--- config.mk ---
export PLATFORM = sky130hd
export DESIGN_NAME = evm_result_unit
export DESIGN_NICKNAME = d
export VERILOG_FILES = /design/src/rtl/evm_result_unit.sv
export SDC_FILE = /design/constraint.sdc
export NUM_CORES = 1
export LEC_CHECK = 0
export ABC_AREA = 1
export CAP_MARGIN = 25
export CORE_MARGIN = 2
export CORE_UTILIZATION = 30
export CTS_BUF_LIST = sky130_fd_sc_hd__clkbuf_16
export DETAILED_ROUTE_END_ITERATION = 6
export PLACE_DENSITY = 0.52
export SLEW_MARGIN = 20
export SYNTH_ARGS = -nofsm -noshare
export SYNTH_HDL_FRONTEND = slang
export SYNTH_SLANG_ARGS = --single-unit
--- constraint.sdc ---
create_clock -name clk -period 4.5 [get_ports clk]
set_input_delay 0.675 -clock clk [delete_from_list [all_inputs] [get_ports clk]]
set_output_delay 0.675 -clock clk [all_outputs]
set_load 0.02 [all_outputs]
--- src/rtl/evm_result_unit.sv ---
// EVM result unit: snapshots the four candidate tallies when the election locks, scans them
// for winner/tie/total and drives a rotating display feed. Optional macro: TAMPER_CHECK_EN.
module evm_result_unit #(
   parameter int          CNT_W = 8,
   parameter int unsigned DWELL = 32'd50000000
) (
   input  logic             clk,
   input  logic             reset_n,
   input  logic             locked,
   input  logic [CNT_W-1:0] count1,
   input  logic [CNT_W-1:0] count2,
   input  logic [CNT_W-1:0] count3,
   input  logic [CNT_W-1:0] count4,
   output logic             busy,
   output logic             done,
   output logic [1:0]       winner,
   output logic             winner_valid,
   output logic             tie,
   output logic [CNT_W-1:0] max_count,
   output logic [CNT_W+1:0] total,
   output logic [1:0]       disp_sel,
   output logic [CNT_W-1:0] disp_count
`ifdef TAMPER_CHECK_EN
   ,
   output logic             tamper
`endif
);

   typedef enum logic [1:0] {
      ST_IDLE = 2'd0,
      ST_SCAN = 2'd1,
      ST_DONE = 2'd2
   } state_t;

   localparam logic [31:0] DWELL_LAST = 32'(DWELL - 32'd1);

   state_t           state_r;
   logic             locked_q_r;
   logic [CNT_W-1:0] snap_r [0:3];
   logic [1:0]       idx_r;
   logic [CNT_W-1:0] max_r;
   logic [1:0]       win_r;
   logic             tie_r;
   logic [CNT_W+1:0] total_r;
   logic [31:0]      dwell_r;

   logic             rise_s;
   logic [CNT_W-1:0] cur_s;
   logic [CNT_W-1:0] max_nx_s;
   logic [1:0]       win_nx_s;
   logic             tie_nx_s;
   logic [CNT_W+1:0] total_nx_s;
   logic [1:0]       sel_nx_s;

   // Next accumulator values for the candidate currently being scanned
   always_comb begin
      rise_s     = locked & ~locked_q_r;
      cur_s      = snap_r[idx_r];
      total_nx_s = total_r + {2'b00, cur_s};
      sel_nx_s   = disp_sel + 2'd1;
      max_nx_s   = max_r;
      win_nx_s   = win_r;
      tie_nx_s   = tie_r;
      // strict compare keeps the lower index as winner on equal counts
      if (cur_s > max_r) begin
         max_nx_s = cur_s;
         win_nx_s = idx_r;
         tie_nx_s = 1'b0;
      end else if ((cur_s == max_r) && (max_r != {CNT_W{1'b0}})) begin
         tie_nx_s = 1'b1;
      end else begin
         tie_nx_s = tie_r;
      end
   end

   // Result state machine with registered outputs
   always_ff @(posedge clk or negedge reset_n) begin
      if (!reset_n) begin
         state_r      <= ST_IDLE;
         locked_q_r   <= 1'b0;
         for (int i = 0; i < 4; i++) snap_r[i] <= {CNT_W{1'b0}};
         idx_r        <= 2'd0;
         max_r        <= {CNT_W{1'b0}};
         win_r        <= 2'd0;
         tie_r        <= 1'b0;
         total_r      <= {(CNT_W+2){1'b0}};
         dwell_r      <= 32'd0;
         busy         <= 1'b0;
         done         <= 1'b0;
         winner       <= 2'd0;
         winner_valid <= 1'b0;
         tie          <= 1'b0;
         max_count    <= {CNT_W{1'b0}};
         total        <= {(CNT_W+2){1'b0}};
         disp_sel     <= 2'd0;
         disp_count   <= {CNT_W{1'b0}};
      end else begin
         locked_q_r <= locked;
         case (state_r)
            ST_IDLE: begin
               if (rise_s) begin
                  snap_r[0] <= count1;
                  snap_r[1] <= count2;
                  snap_r[2] <= count3;
                  snap_r[3] <= count4;
                  idx_r     <= 2'd0;
                  max_r     <= {CNT_W{1'b0}};
                  win_r     <= 2'd0;
                  tie_r     <= 1'b0;
                  total_r   <= {(CNT_W+2){1'b0}};
                  busy      <= 1'b1;
                  state_r   <= ST_SCAN;
               end else begin
                  state_r <= ST_IDLE;
               end
            end
            ST_SCAN, ST_DONE: begin
               if (!locked) begin
                  state_r      <= ST_IDLE;
                  idx_r        <= 2'd0;
                  dwell_r      <= 32'd0;
                  busy         <= 1'b0;
                  done         <= 1'b0;
                  winner       <= 2'd0;
                  winner_valid <= 1'b0;
                  tie          <= 1'b0;
                  max_count    <= {CNT_W{1'b0}};
                  total        <= {(CNT_W+2){1'b0}};
                  disp_sel     <= 2'd0;
                  disp_count   <= {CNT_W{1'b0}};
               end else if (state_r == ST_SCAN) begin
                  total_r <= total_nx_s;
                  max_r   <= max_nx_s;
                  win_r   <= win_nx_s;
                  tie_r   <= tie_nx_s;
                  idx_r   <= idx_r + 2'd1;
                  if (idx_r == 2'd3) begin
                     state_r      <= ST_DONE;
                     busy         <= 1'b0;
                     done         <= 1'b1;
                     winner       <= win_nx_s;
                     winner_valid <= (max_nx_s != {CNT_W{1'b0}}) & ~tie_nx_s;
                     tie          <= tie_nx_s;
                     max_count    <= max_nx_s;
                     total        <= total_nx_s;
                     disp_sel     <= 2'd0;
                     disp_count   <= snap_r[0];
                     dwell_r      <= 32'd0;
                  end else begin
                     state_r <= ST_SCAN;
                  end
               end else begin
                  if (dwell_r >= DWELL_LAST) begin
                     dwell_r    <= 32'd0;
                     disp_sel   <= sel_nx_s;
                     disp_count <= snap_r[sel_nx_s];
                  end else begin
                     dwell_r <= dwell_r + 32'd1;
                  end
               end
            end
            default: begin
               state_r <= ST_IDLE;
            end
         endcase
      end
   end

`ifdef TAMPER_CHECK_EN
   logic mismatch_s;

   // Any live tally differing from the snapshot while results are shown
   always_comb begin
      mismatch_s = (count1 != snap_r[0]) | (count2 != snap_r[1]) |
                   (count3 != snap_r[2]) | (count4 != snap_r[3]);
   end

   // Sticky tamper flag, cleared whenever the results are not being held
   always_ff @(posedge clk or negedge reset_n) begin
      if (!reset_n) begin
         tamper <= 1'b0;
      end else if ((state_r == ST_DONE) && locked) begin
         tamper <= tamper | mismatch_s;
      end else begin
         tamper <= 1'b0;
      end
   end
`endif

endmodule

==> impl_metrics.yaml, run 1 <==
yosys:
  seq_area_frac_synth: 0.477
  synth_top_flop_cell: "dfrtp_1"
  ys_seq_elements: 124
  synth-edff-count: 0
  yosys-top-cells-count: "nand2_1 (268), dfrtp_1 (124), inv_1 (76)"
  synth_area_per_cell_um2: 8.11
  yosys_warnings: 0
  synthArstFlopShare: 1.00
  synth_most_common_cell: "nand2_1"
  synth.net_count: 859
  netlist_instances: 801
  ys_types: 44
  synth_top_cell_area_share: 0.477
  synthesis.area_um2: 6500
  synth.largest_area_cell: "dfrtp_1"
  ys_top_cells_by_area: "dfrtp_1 (48%), nand2_1 (15%), inv_1 (4.4%)"
worst_hold_path:
  hold_class: "in -> async"
setup_path:
  start_kind: "register"
  cp-end-kind: "register"
  path_max_fanout: 21
  crit_arrival_ps: 3680
  reg2regPathDepth: 17
  path_class: "reg -> reg"
  required_ps: 4800
floorplanning:
  die_h_um: 151
  initial_core_util: 0.307
  die-area_um2: 22900
  core_area_um2: 21200
  rows: 53
  die_w_um: 151
  io_pins: 69
sta:
  min_period_ps: 3380
  slew_headroom: 0.502
  rsz0062_at_grt: "no"
  setup_viol: 0
  tightest_slew_ps: 748
  max_freq_mhz: 296
  drv_slew: 0
  clock_skew_ps: 12.1
  post-route-period-util: 0.751
  fin_setup_tns_ps: 0
  finalHoldViolCount: 0
clock_network:
  cts_tree: "built"
  clock-sinks: 124
  cts_root_buffer: "clkbuf_16"
  cts_buffers: 17
  clk-insertion-delay-late_ps: 420
  hold_buffers: 0
  cts_resized: 0
  post_cts_buffers: 0
  clk_pin_slew_worst_paths_ps: 60
  htree_num_levels: 4
  clockBufferDepth: 2
placement:
  io_buffer_count: 68
  dp_hpwl_mm: 11.8
  gp_congestion: 0.818
pwr:
  peakVddDrop_mv: 0.245
  internal_power_mw: 3.16
  combPwrFrac: 0.470
  p_clk_frac: 0.230
  power_frac_seq: 0.300
  leakagePower_nw: 3.75
  power.density_nw_per_um2: 707
  p_sw_frac: 0.442
  p_switching_mw: 2.50
routing:
  routed_wl_mm: 16.4
  drc: 0
  vias_per_cell: 4.60
  drt_iter0_drc: 422
  routedWlPerCell_um: 14.2
  dr_total_vias: 5306
  dr.pass1.iters: 4
  antenna_left: 0
finish:
  n_antenna_cell: 0
  areaGrowthSynthToFinish_pct: 23.0
  layout-drive-gt1-share: 0.0853
  utilization: 0.378
  fin_nets: 925
grt:
  antenna_found_initial: 0
  grt.total_usage: 0.157
  grt_first_pass_wirelength_mm: 28.1
  overflow: 0
  first_global_vias: 5468
  grt_max_degree: 70
job:
  max_cap_violations: 0
run_status:
  status: "complete, no violations"
## power by group through the flow
stage,clock network [mW],registers (mW),logic (mW)
after global routing,1.39,1.74,3.04
after global placement,0,1.72,2.69
after floorplan,0,1.73,1.82
after CTS,1.33,1.70,2.70
final,1.30,1.70,2.65
after detailed placement,0,1.71,2.69
## worst max-delay path, cell delays in order, from the launching register on
cell and delay (ps):
dfrtp_1 750, inv_1 400, nand2_1 140, o211ai_1 90, nand2_1 170, inv_1 90
ha_1 300, nand2_1 70, nor2_1 210, nand4_4 200, nand2_2 270, nand2_1 80
nand2_1 140, nand2_1 60, nor2_1 120, nand2_1 60, nand2_1 60, nand2_1 40
## layer usage
metal	global-route usage	wire, µm	vias to the layer above
met2	0.248	7510	88
met4	0.0495	313	0
li1	-	-	2731
met1	0.215	8050	2465
met3	0.0352	546	22
met5	0	0	-
## path summary, 6_finish.rpt
| kind | startpoint | end | slack, ps |
|---|---|---|---|
| max reg2reg | idx_r[0]$_DFFE_PN0P_ | winner_valid$_DFFE_PN0P_ | 1120 |
| max | idx_r[0]$_DFFE_PN0P_ | winner_valid$_DFFE_PN0P_ | 1120 |
| min reg2reg | winner_valid$_DFFE_PN0P_ | winner_valid$_DFFE_PN0P_ | 480 |
| min in group clk | winner_valid$_DFFE_PN0P_ | winner_valid$_DFFE_PN0P_ | 480 |
| max in group asynchronous | reset_n | max_r[0]$_DFFE_PN0P_ | 3360 |
| min | reset_n | dwell_r[13]$_DFFE_PN0P_ | 300 |
## layout make-up
class | count | area (µm²)
Multi-Input combinational cell | 570 | 2960
Clock buffer | 17 | 425
Timing Repair Buffer | 72 | 721
Inverter | 82 | 310
Fill cell | 2167 | 13200
Sequential cell | 124 | 3100
Tap cell | 275 | 344
Clock inverter | 14 | 133
## metrics by stage
step / hold slack, ps / area, µm² / instances / power [mW] / setup WS [ps]
after floorplan: 379 / 6500 / 801 / 3.55 / 2070
after global placement: 467 / 7430 / 1123 / 4.40 / 1180
after detailed placement: 472 / 7430 / 1123 / 4.40 / 1140
after CTS: 345 / 7990 / 1154 / 5.73 / 1110
after global routing: 373 / 7990 / 1154 / 6.17 / 718
final: 303 / 7990 / 1154 / 5.65 / 1120
## kinds of logic (layout without fill, tap and decap cells)
group           after synthesis  count (layout)  synth area share
fa+ha+maj                    23              23            0.0454
simple gates                406             406             0.266
compound gates              119             119             0.113
xor+xnor                     19              19            0.0256
flops                       124             124             0.477
mux                           3               3           0.00462
buf+inv                     107             185            0.0678
## cell usage in the layout (no fill, tap or decap), types with 8 or more instances in the layout
cell | synthesis | final
clkbuf_16 | 0 | 17
o22ai_1 | 13 | 13
clkdlybuf4s50_1 | 0 | 67
a21oi_1 | 18 | 18
nor2_1 | 50 | 50
nand3_1 | 42 | 42
xor2_1 | 11 | 11
o21ai_2 | 12 | 12
dfrtp_1 | 124 | 124
nor3_1 | 15 | 15
inv_1 | 76 | 78
ha_1 | 22 | 22
xnor2_1 | 8 | 8
o21ai_0 | 48 | 48
nand2_1 | 268 | 268
o21ai_1 | 11 | 11
## registers in the layout (all words and copies together) (netlist names)
name,flops
winner_valid,1
idx_r,2
done,1
snap_r,32
dwell_r,32
max_count,8
disp_sel,2
disp_count,8
locked_q_r,1
win_r,2
tie_r,1
busy,1
tie,1
max_r,8
total,10
state_r,2
winner,2
total_r,10
(Power assumes the default switching activity.)
==> run 2: changes to the inputs <==
- PLACE_DENSITY: 0.52 -> 0.53
- clock period: 4.5 -> 3 ns (I/O delays scaled with it)
==> run 2 against run 1 <==
The run now ends with hold timing left. Non-clock buffer count increased by 9. Utilization increased by 0.29 points. Worst setup slack got worse by 830 ps. Sequential power increased by 49%. Clock skew increased by 0.58 ps. Critical path type unchanged. Clock power increased by 48%. Hold slack got worse by 310 ps. Die area unchanged. Fmax increased by 25%.
==> impl_metrics.yaml, run 2 (same netlist as run 1, synthesis figures left out) <==
clock_network:
  cts_buffers: 17
  clockBufferDepth: 2
  clk_pin_slew_worst_paths_ps: 60
  cts_root_buffer: "clkbuf_16"
  htree_num_levels: 4
  clk-insertion-delay-late_ps: 420
  clock-sinks: 124
  cts_tree: "built"
sta:
  setup_viol: 0
  tightest_slew_ps: 729
  post-route-period-util: 0.904
  max_freq_mhz: 369
  fin_setup_tns_ps: 0
  min_period_ps: 2710
  slew_headroom: 0.513
  drv_slew: 0
  rsz0062_at_grt: "no"
  finalHoldViolCount: 3
  clock_skew_ps: 12.6
  holdWs_ps: -9.10
floorplanning:
  io_pins: 69
  core_area_um2: 21200
  die-area_um2: 22900
  die_w_um: 151
  die_h_um: 151
  rows: 53
  initial_core_util: 0.307
routing:
  routedWlPerCell_um: 14.5
  vias_per_cell: 4.65
  antenna_left: 0
  dr.pass1.iters: 5
  drc: 0
  routed_wl_mm: 16.9
  dr_total_vias: 5415
  drt_iter0_drc: 295
placement:
  gp_congestion: 0.967
  dpl.cell_count: 1129
  dp_hpwl_mm: 12.0
  io_buffer_count: 68
setup_path:
  worst-path-stages: 17
  ff2ff_setup_slack_ps: 290
  path_max_fanout: 16
  start_kind: "register"
  cp-end-kind: "register"
  critPathBufInv: 2
  crit_arrival_ps: 3010
  reg2regPathDepth: 17
  cp_top_family: "simple AND/OR/NAND/NOR gates"
  worstPathCellList: "buf_4 -> a21oi_1 -> o21ai_0 -> nand2_1 -> inv_1 -> ha_1 -> nand2_1 -> nor2_2 -> nand4_4 -> nand2_4 -> nand2_1 -> nand2_1 -> nand2_1 -> nor2_1 -> nand2_1 -> nand2_1 -> nand2_1"
  required_ps: 3300
  timing.critical_path.mode_cell: "nand2_1"
  crit_slowest_cell: "dfrtp_2"
  crit_path_max_incr_delay_ps: 450
  path_class: "reg -> reg"
pwr:
  leakagePower_nw: 3.79
  p_switching_mw: 3.71
  internal_power_mw: 4.79
  power_frac_seq: 0.299
  power.density_nw_per_um2: 1060
  p_clk_frac: 0.226
  combPwrFrac: 0.475
  p_sw_frac: 0.437
  peakVddDrop_mv: 0.382
finish:
  final_common_cell: "nand2_1"
  filler_cell_count: 2184
  layout_common_cells: "nand2_1 (268), dfrtp_1 (122), inv_1 (78)"
  fin_cells: 1164
  n_antenna_cell: 0
  areaGrowthSynthToFinish_pct: 23.9
  seq_area_um2: 3110
  fin_nets: 934
  top_regs: "dwell_r: 32 flops, snap_r: 32 flops"
  layout-drive-gt1-share: 0.0922
  multiInputGateArea_um2: 2960
grt:
  first_global_vias: 5467
  antenna_found_initial: 0
  overflow: 0
  grt_max_degree: 65
  grt.total_usage: 0.156
  grt_first_pass_wirelength_mm: 27.6
run_status:
  status: "complete, but fails checks"
  violations: "hold timing"
worst_hold_path:
  hold_class: "in -> async"
job:
  max_cap_violations: 0
run 2: changes by cell type in the layout (fill, tap and decap cells not counted):
| cell | change |
|---|---|
| buf_2 | +1 |
| buf_4 | +8 |
| clkinv_1 | +6 |
| clkinv_2 | -1 |
| clkinv_4 | -1 |
| clkinvlp_4 | -3 |
| dfrtp_1 | -2 |
| dfrtp_2 | +2 |
| nand2_2 | -1 |
| nand2_4 | +1 |
| nor2_1 | -1 |
| nor2_2 | +1 |
run 2: layer usage:
layer,part of all wire,up-vias,GRT usage
met5,0,-,0
met4,0.020,0,0.0589
met3,0.027,26,0.0292
met2,0.45,103,0.246
met1,0.50,2536,0.212
li1,-,2750,-
run 2: layout make-up:
type                            instances  share of cell area
Inverter                               82              0.0390
Clock buffer                           17              0.0528
Tap cell                              275              0.0427
Clock inverter                         15              0.0143
Sequential cell                       124               0.386
Timing Repair Buffer                   81              0.0976
Multi-Input combinational cell        570               0.368
run 2: stage by stage:
step | setup WS (ps) | util | power (mW) | instance area [µm²]
after global routing | 3.09 | 0.381 | 9.24 | 8050
after CTS | 168 | 0.379 | 8.50 | 8020
after global placement | 205 | 0.354 | 6.50 | 7480
after detailed placement | 199 | 0.354 | 6.53 | 7480
after floorplan | 570 | - | 5.32 | 6500
final | 289 | 0.381 | 8.50 | 8050
run 2: power by group through the flow:
stage | Combinational [mW] | Sequential (mW) | Clock, mW
after floorplan | 2.72 | 2.60 | 0
after global placement | 3.94 | 2.56 | 0
after detailed placement | 3.97 | 2.56 | 0
after CTS | 4.01 | 2.53 | 1.96
after global routing | 4.61 | 2.60 | 2.03
final | 4.04 | 2.54 | 1.92
run 2: path summary, 6_finish.rpt:
check	end	from
worst min register to register	total[8]$_DFFE_PN0P_	total[8]$_DFFE_PN0P_
min in group clk	total[8]$_DFFE_PN0P_	total[8]$_DFFE_PN0P_
worst min-delay path	dwell_r[15]$_DFFE_PN0P_	reset_n
max in group asynchronous	idx_r[0]$_DFFE_PN0P_	reset_n
worst max register to register	winner_valid$_DFFE_PN0P_	idx_r[0]$_DFFE_PN0P_
worst max-delay path	winner_valid$_DFFE_PN0P_	idx_r[0]$_DFFE_PN0P_
run 2: repair_timing:
action | in CTS | in global routing
hold buffers | 0 | 0
buffers inserted | 0 | 3
endpoints found under the setup margin | 0 | 8
resized for setup | 0 | 5
==> run 3: changes to the inputs <==
- clock period: 3 -> 2.2 ns (I/O delays scaled with it)
==> run 3 against run 2 <==
Non-clock buffer count up 114. Sequential power up 37%. Utilization rose by 8.0 points. Power grew 99%. The run ends with setup timing left. Largest power group unchanged.
==> impl_metrics.yaml, run 3 (same netlist as run 1, synthesis figures left out) <==
finish:
  filler_cell_count: 2024
  layout_common_cells: "nand2_1 (232), dfrtp_1 (123), buf_4 (99)"
  fin_nets: 1049
  utilization: 0.461
  final_common_cell: "nand2_1"
  layout-drive-gt1-share: 0.316
  top_regs: "dwell_r: 32 flops, snap_r: 32 flops"
  fin_area_um2: 9760
  n_antenna_cell: 0
  areaGrowthSynthToFinish_pct: 50.1
routing:
  dr_total_vias: 5949
  dr.pass1.iters: 4
  antenna_left: 0
  drc: 0
  drt_iter0_drc: 304
  vias_per_cell: 4.65
  routed_wl_mm: 18.8
  routedWlPerCell_um: 14.7
setup_path:
  crit_arrival_ps: 2740
  required_ps: 2520
  ff2ff_setup_slack_ps: -220
  path_class: "reg -> reg"
  start_kind: "register"
  r2r-end: "winner_valid$_DFFE_PN0P_"
  path_max_fanout: 8
  reg2regPathDepth: 18
  rr_startpoint: "idx_r[0]$_DFFE_PN0P_"
  cp-end-kind: "register"
grt:
  grt.total_usage: 0.170
  antenna_found_initial: 0
  overflow: 0
  first_global_vias: 5974
  grt_max_degree: 54
  grt_first_pass_wirelength_mm: 30.2
sta:
  rsz0062_at_grt: "yes"
  finalHoldViolCount: 0
  slew_headroom: 0.653
  post-route-period-util: 1.10
  worst_slack_ps: -224
  fin_setup_tns_ps: -3600
  setup_viol: 32
  min_period_ps: 2420
  clock_skew_ps: 10.9
  drv_slew: 0
  tightest_slew_ps: 521
  max_freq_mhz: 413
clock_network:
  htree_num_levels: 4
  cts_buffers: 17
  cts_root_buffer: "clkbuf_16"
  clk_pin_slew_worst_paths_ps: 60
  cts_tree: "built"
  clock-sinks: 124
  clk-insertion-delay-late_ps: 430
  clockBufferDepth: 2
placement:
  placed_area_um2: 8120
  gp_congestion: 0.835
  io_buffer_count: 68
  dp_hpwl_mm: 12.7
pwr:
  power_frac_seq: 0.205
  leakagePower_nw: 4.52
  power.density_nw_per_um2: 1730
  combPwrFrac: 0.611
  internal_power_mw: 10.0
  peakVddDrop_mv: 0.904
  p_clk_frac: 0.184
  p_sw_frac: 0.405
  p_switching_mw: 6.85
worst_hold_path:
  hold_class: "in -> async"
floorplanning:
  die_h_um: 151
  die-area_um2: 22900
  io_pins: 69
  rows: 53
  die_w_um: 151
  core_area_um2: 21200
  initial_core_util: 0.307
run_status:
  violations: "setup timing"
  status: "complete, but fails checks"
job:
  max_cap_violations: 0
run 3: cell count changes in the layout (fill, tap and decap cells not counted), sizes merged:
cell	before	now
buf	14	127
bufinv	2	5
clkinv	10	7
clkinvlp	2	4
dlygate4sd3	0	1
inv	83	82
run 3: final cells by class:
| class | instances | area [µm²] | share of cell area |
|---|---|---|---|
| clock buffer | 17 | 425 | 0.0436 |
| clock inverter | 15 | 219 | 0.0224 |
| inverter | 82 | 327 | 0.0335 |
| multi-input combinational | 570 | 3540 | 0.363 |
| sequential | 124 | 3100 | 0.318 |
| tap | 275 | 344 | 0.0353 |
| timing repair buffer | 195 | 1790 | 0.184 |
| timing repair inverter | 1 | 7.51 | 0.000770 |
run 3: layer usage:
layer | track usage | share of wire | vias up
met2 | 0.277 | 0.48 | 103
li1 | - | - | 2980
met5 | 0 | 0 | -
met1 | 0.226 | 0.47 | 2837
met4 | 0.0481 | 0.021 | 0
met3 | 0.0386 | 0.031 | 29
run 3: worst max path at each step:
| stage | from | end | slack (ps) | depth (start not counted) |
|---|---|---|---|---|
| global route | idx_r[0]$_DFFE_PN0P_ | winner_valid$_DFFE_PN0P_ | -340 | 20 |
| detailed placement | idx_r[0]$_DFFE_PN0P_ | total[7]$_DFFE_PN0P_ | -310 | 13 |
| CTS | idx_r[0]$_DFFE_PN0P_ | winner_valid$_DFFE_PN0P_ | -170 | 19 |
| global placement | idx_r[0]$_DFFE_PN0P_ | winner_valid$_DFFE_PN0P_ | -260 | 19 |
| floorplan | idx_r[0]$_DFFE_PN0P_ | winner_valid$_DFFE_PN0P_ | -110 | 20 |
| finish | idx_r[0]$_DFFE_PN0P_ | winner_valid$_DFFE_PN0P_ | -220 | 18 |
run 3: power groups by stage:
| stage | registers (mW) | logic (mW) | clock network [mW] |
|---|---|---|---|
| 2_1_floorplan | 3.55 | 3.79 | 0 |
| 3_3_place_gp | 3.42 | 7.10 | 0 |
| 3_5_place_dp | 3.43 | 7.12 | 0 |
| 4_1_cts | 3.43 | 8.89 | 3.15 |
| 5_1_grt | 3.54 | 11.2 | 3.26 |
| 6_report | 3.47 | 10.3 | 3.11 |
run 3: stage by stage:
stage	hold WS (ps)	cells	power (mW)	setup slack [ps]
floorplan	34.4	801	7.33	-106
global placement	329	1204	10.5	-262
detailed placement	328	1204	10.6	-312
CTS	419	1268	15.5	-167
global route	444	1279	18.0	-342
finish	418	1279	16.9	-224
run 3: what timing repair did:
action / 4_1_cts / 5_1_grt
hold buffers: 1 / 0
buffers inserted: 29 / 13
pin swaps: 33 / 42
setup endpoints to repair: 37 / 70
gates resized for setup: 82 / 98
endpoints found under the hold margin: 31 / 0
gates cloned: 2 / 1
run 3: critical path, cell delays in order (launching register included):
cell and delay [ps]:
dfrtp_2 470, buf_6 170, a21oi_2 130, o21ai_2 70
nand2_1 100, inv_2 60, ha_4 280, nand2_4 60
nor2_1 170, nor2_2 80, nand2_2 100, buf_6 140
nand3_1 90, nand2_2 80, nand2_1 60, nor2_1 100
nand2_1 60, nand2_1 50, nand2_1 40
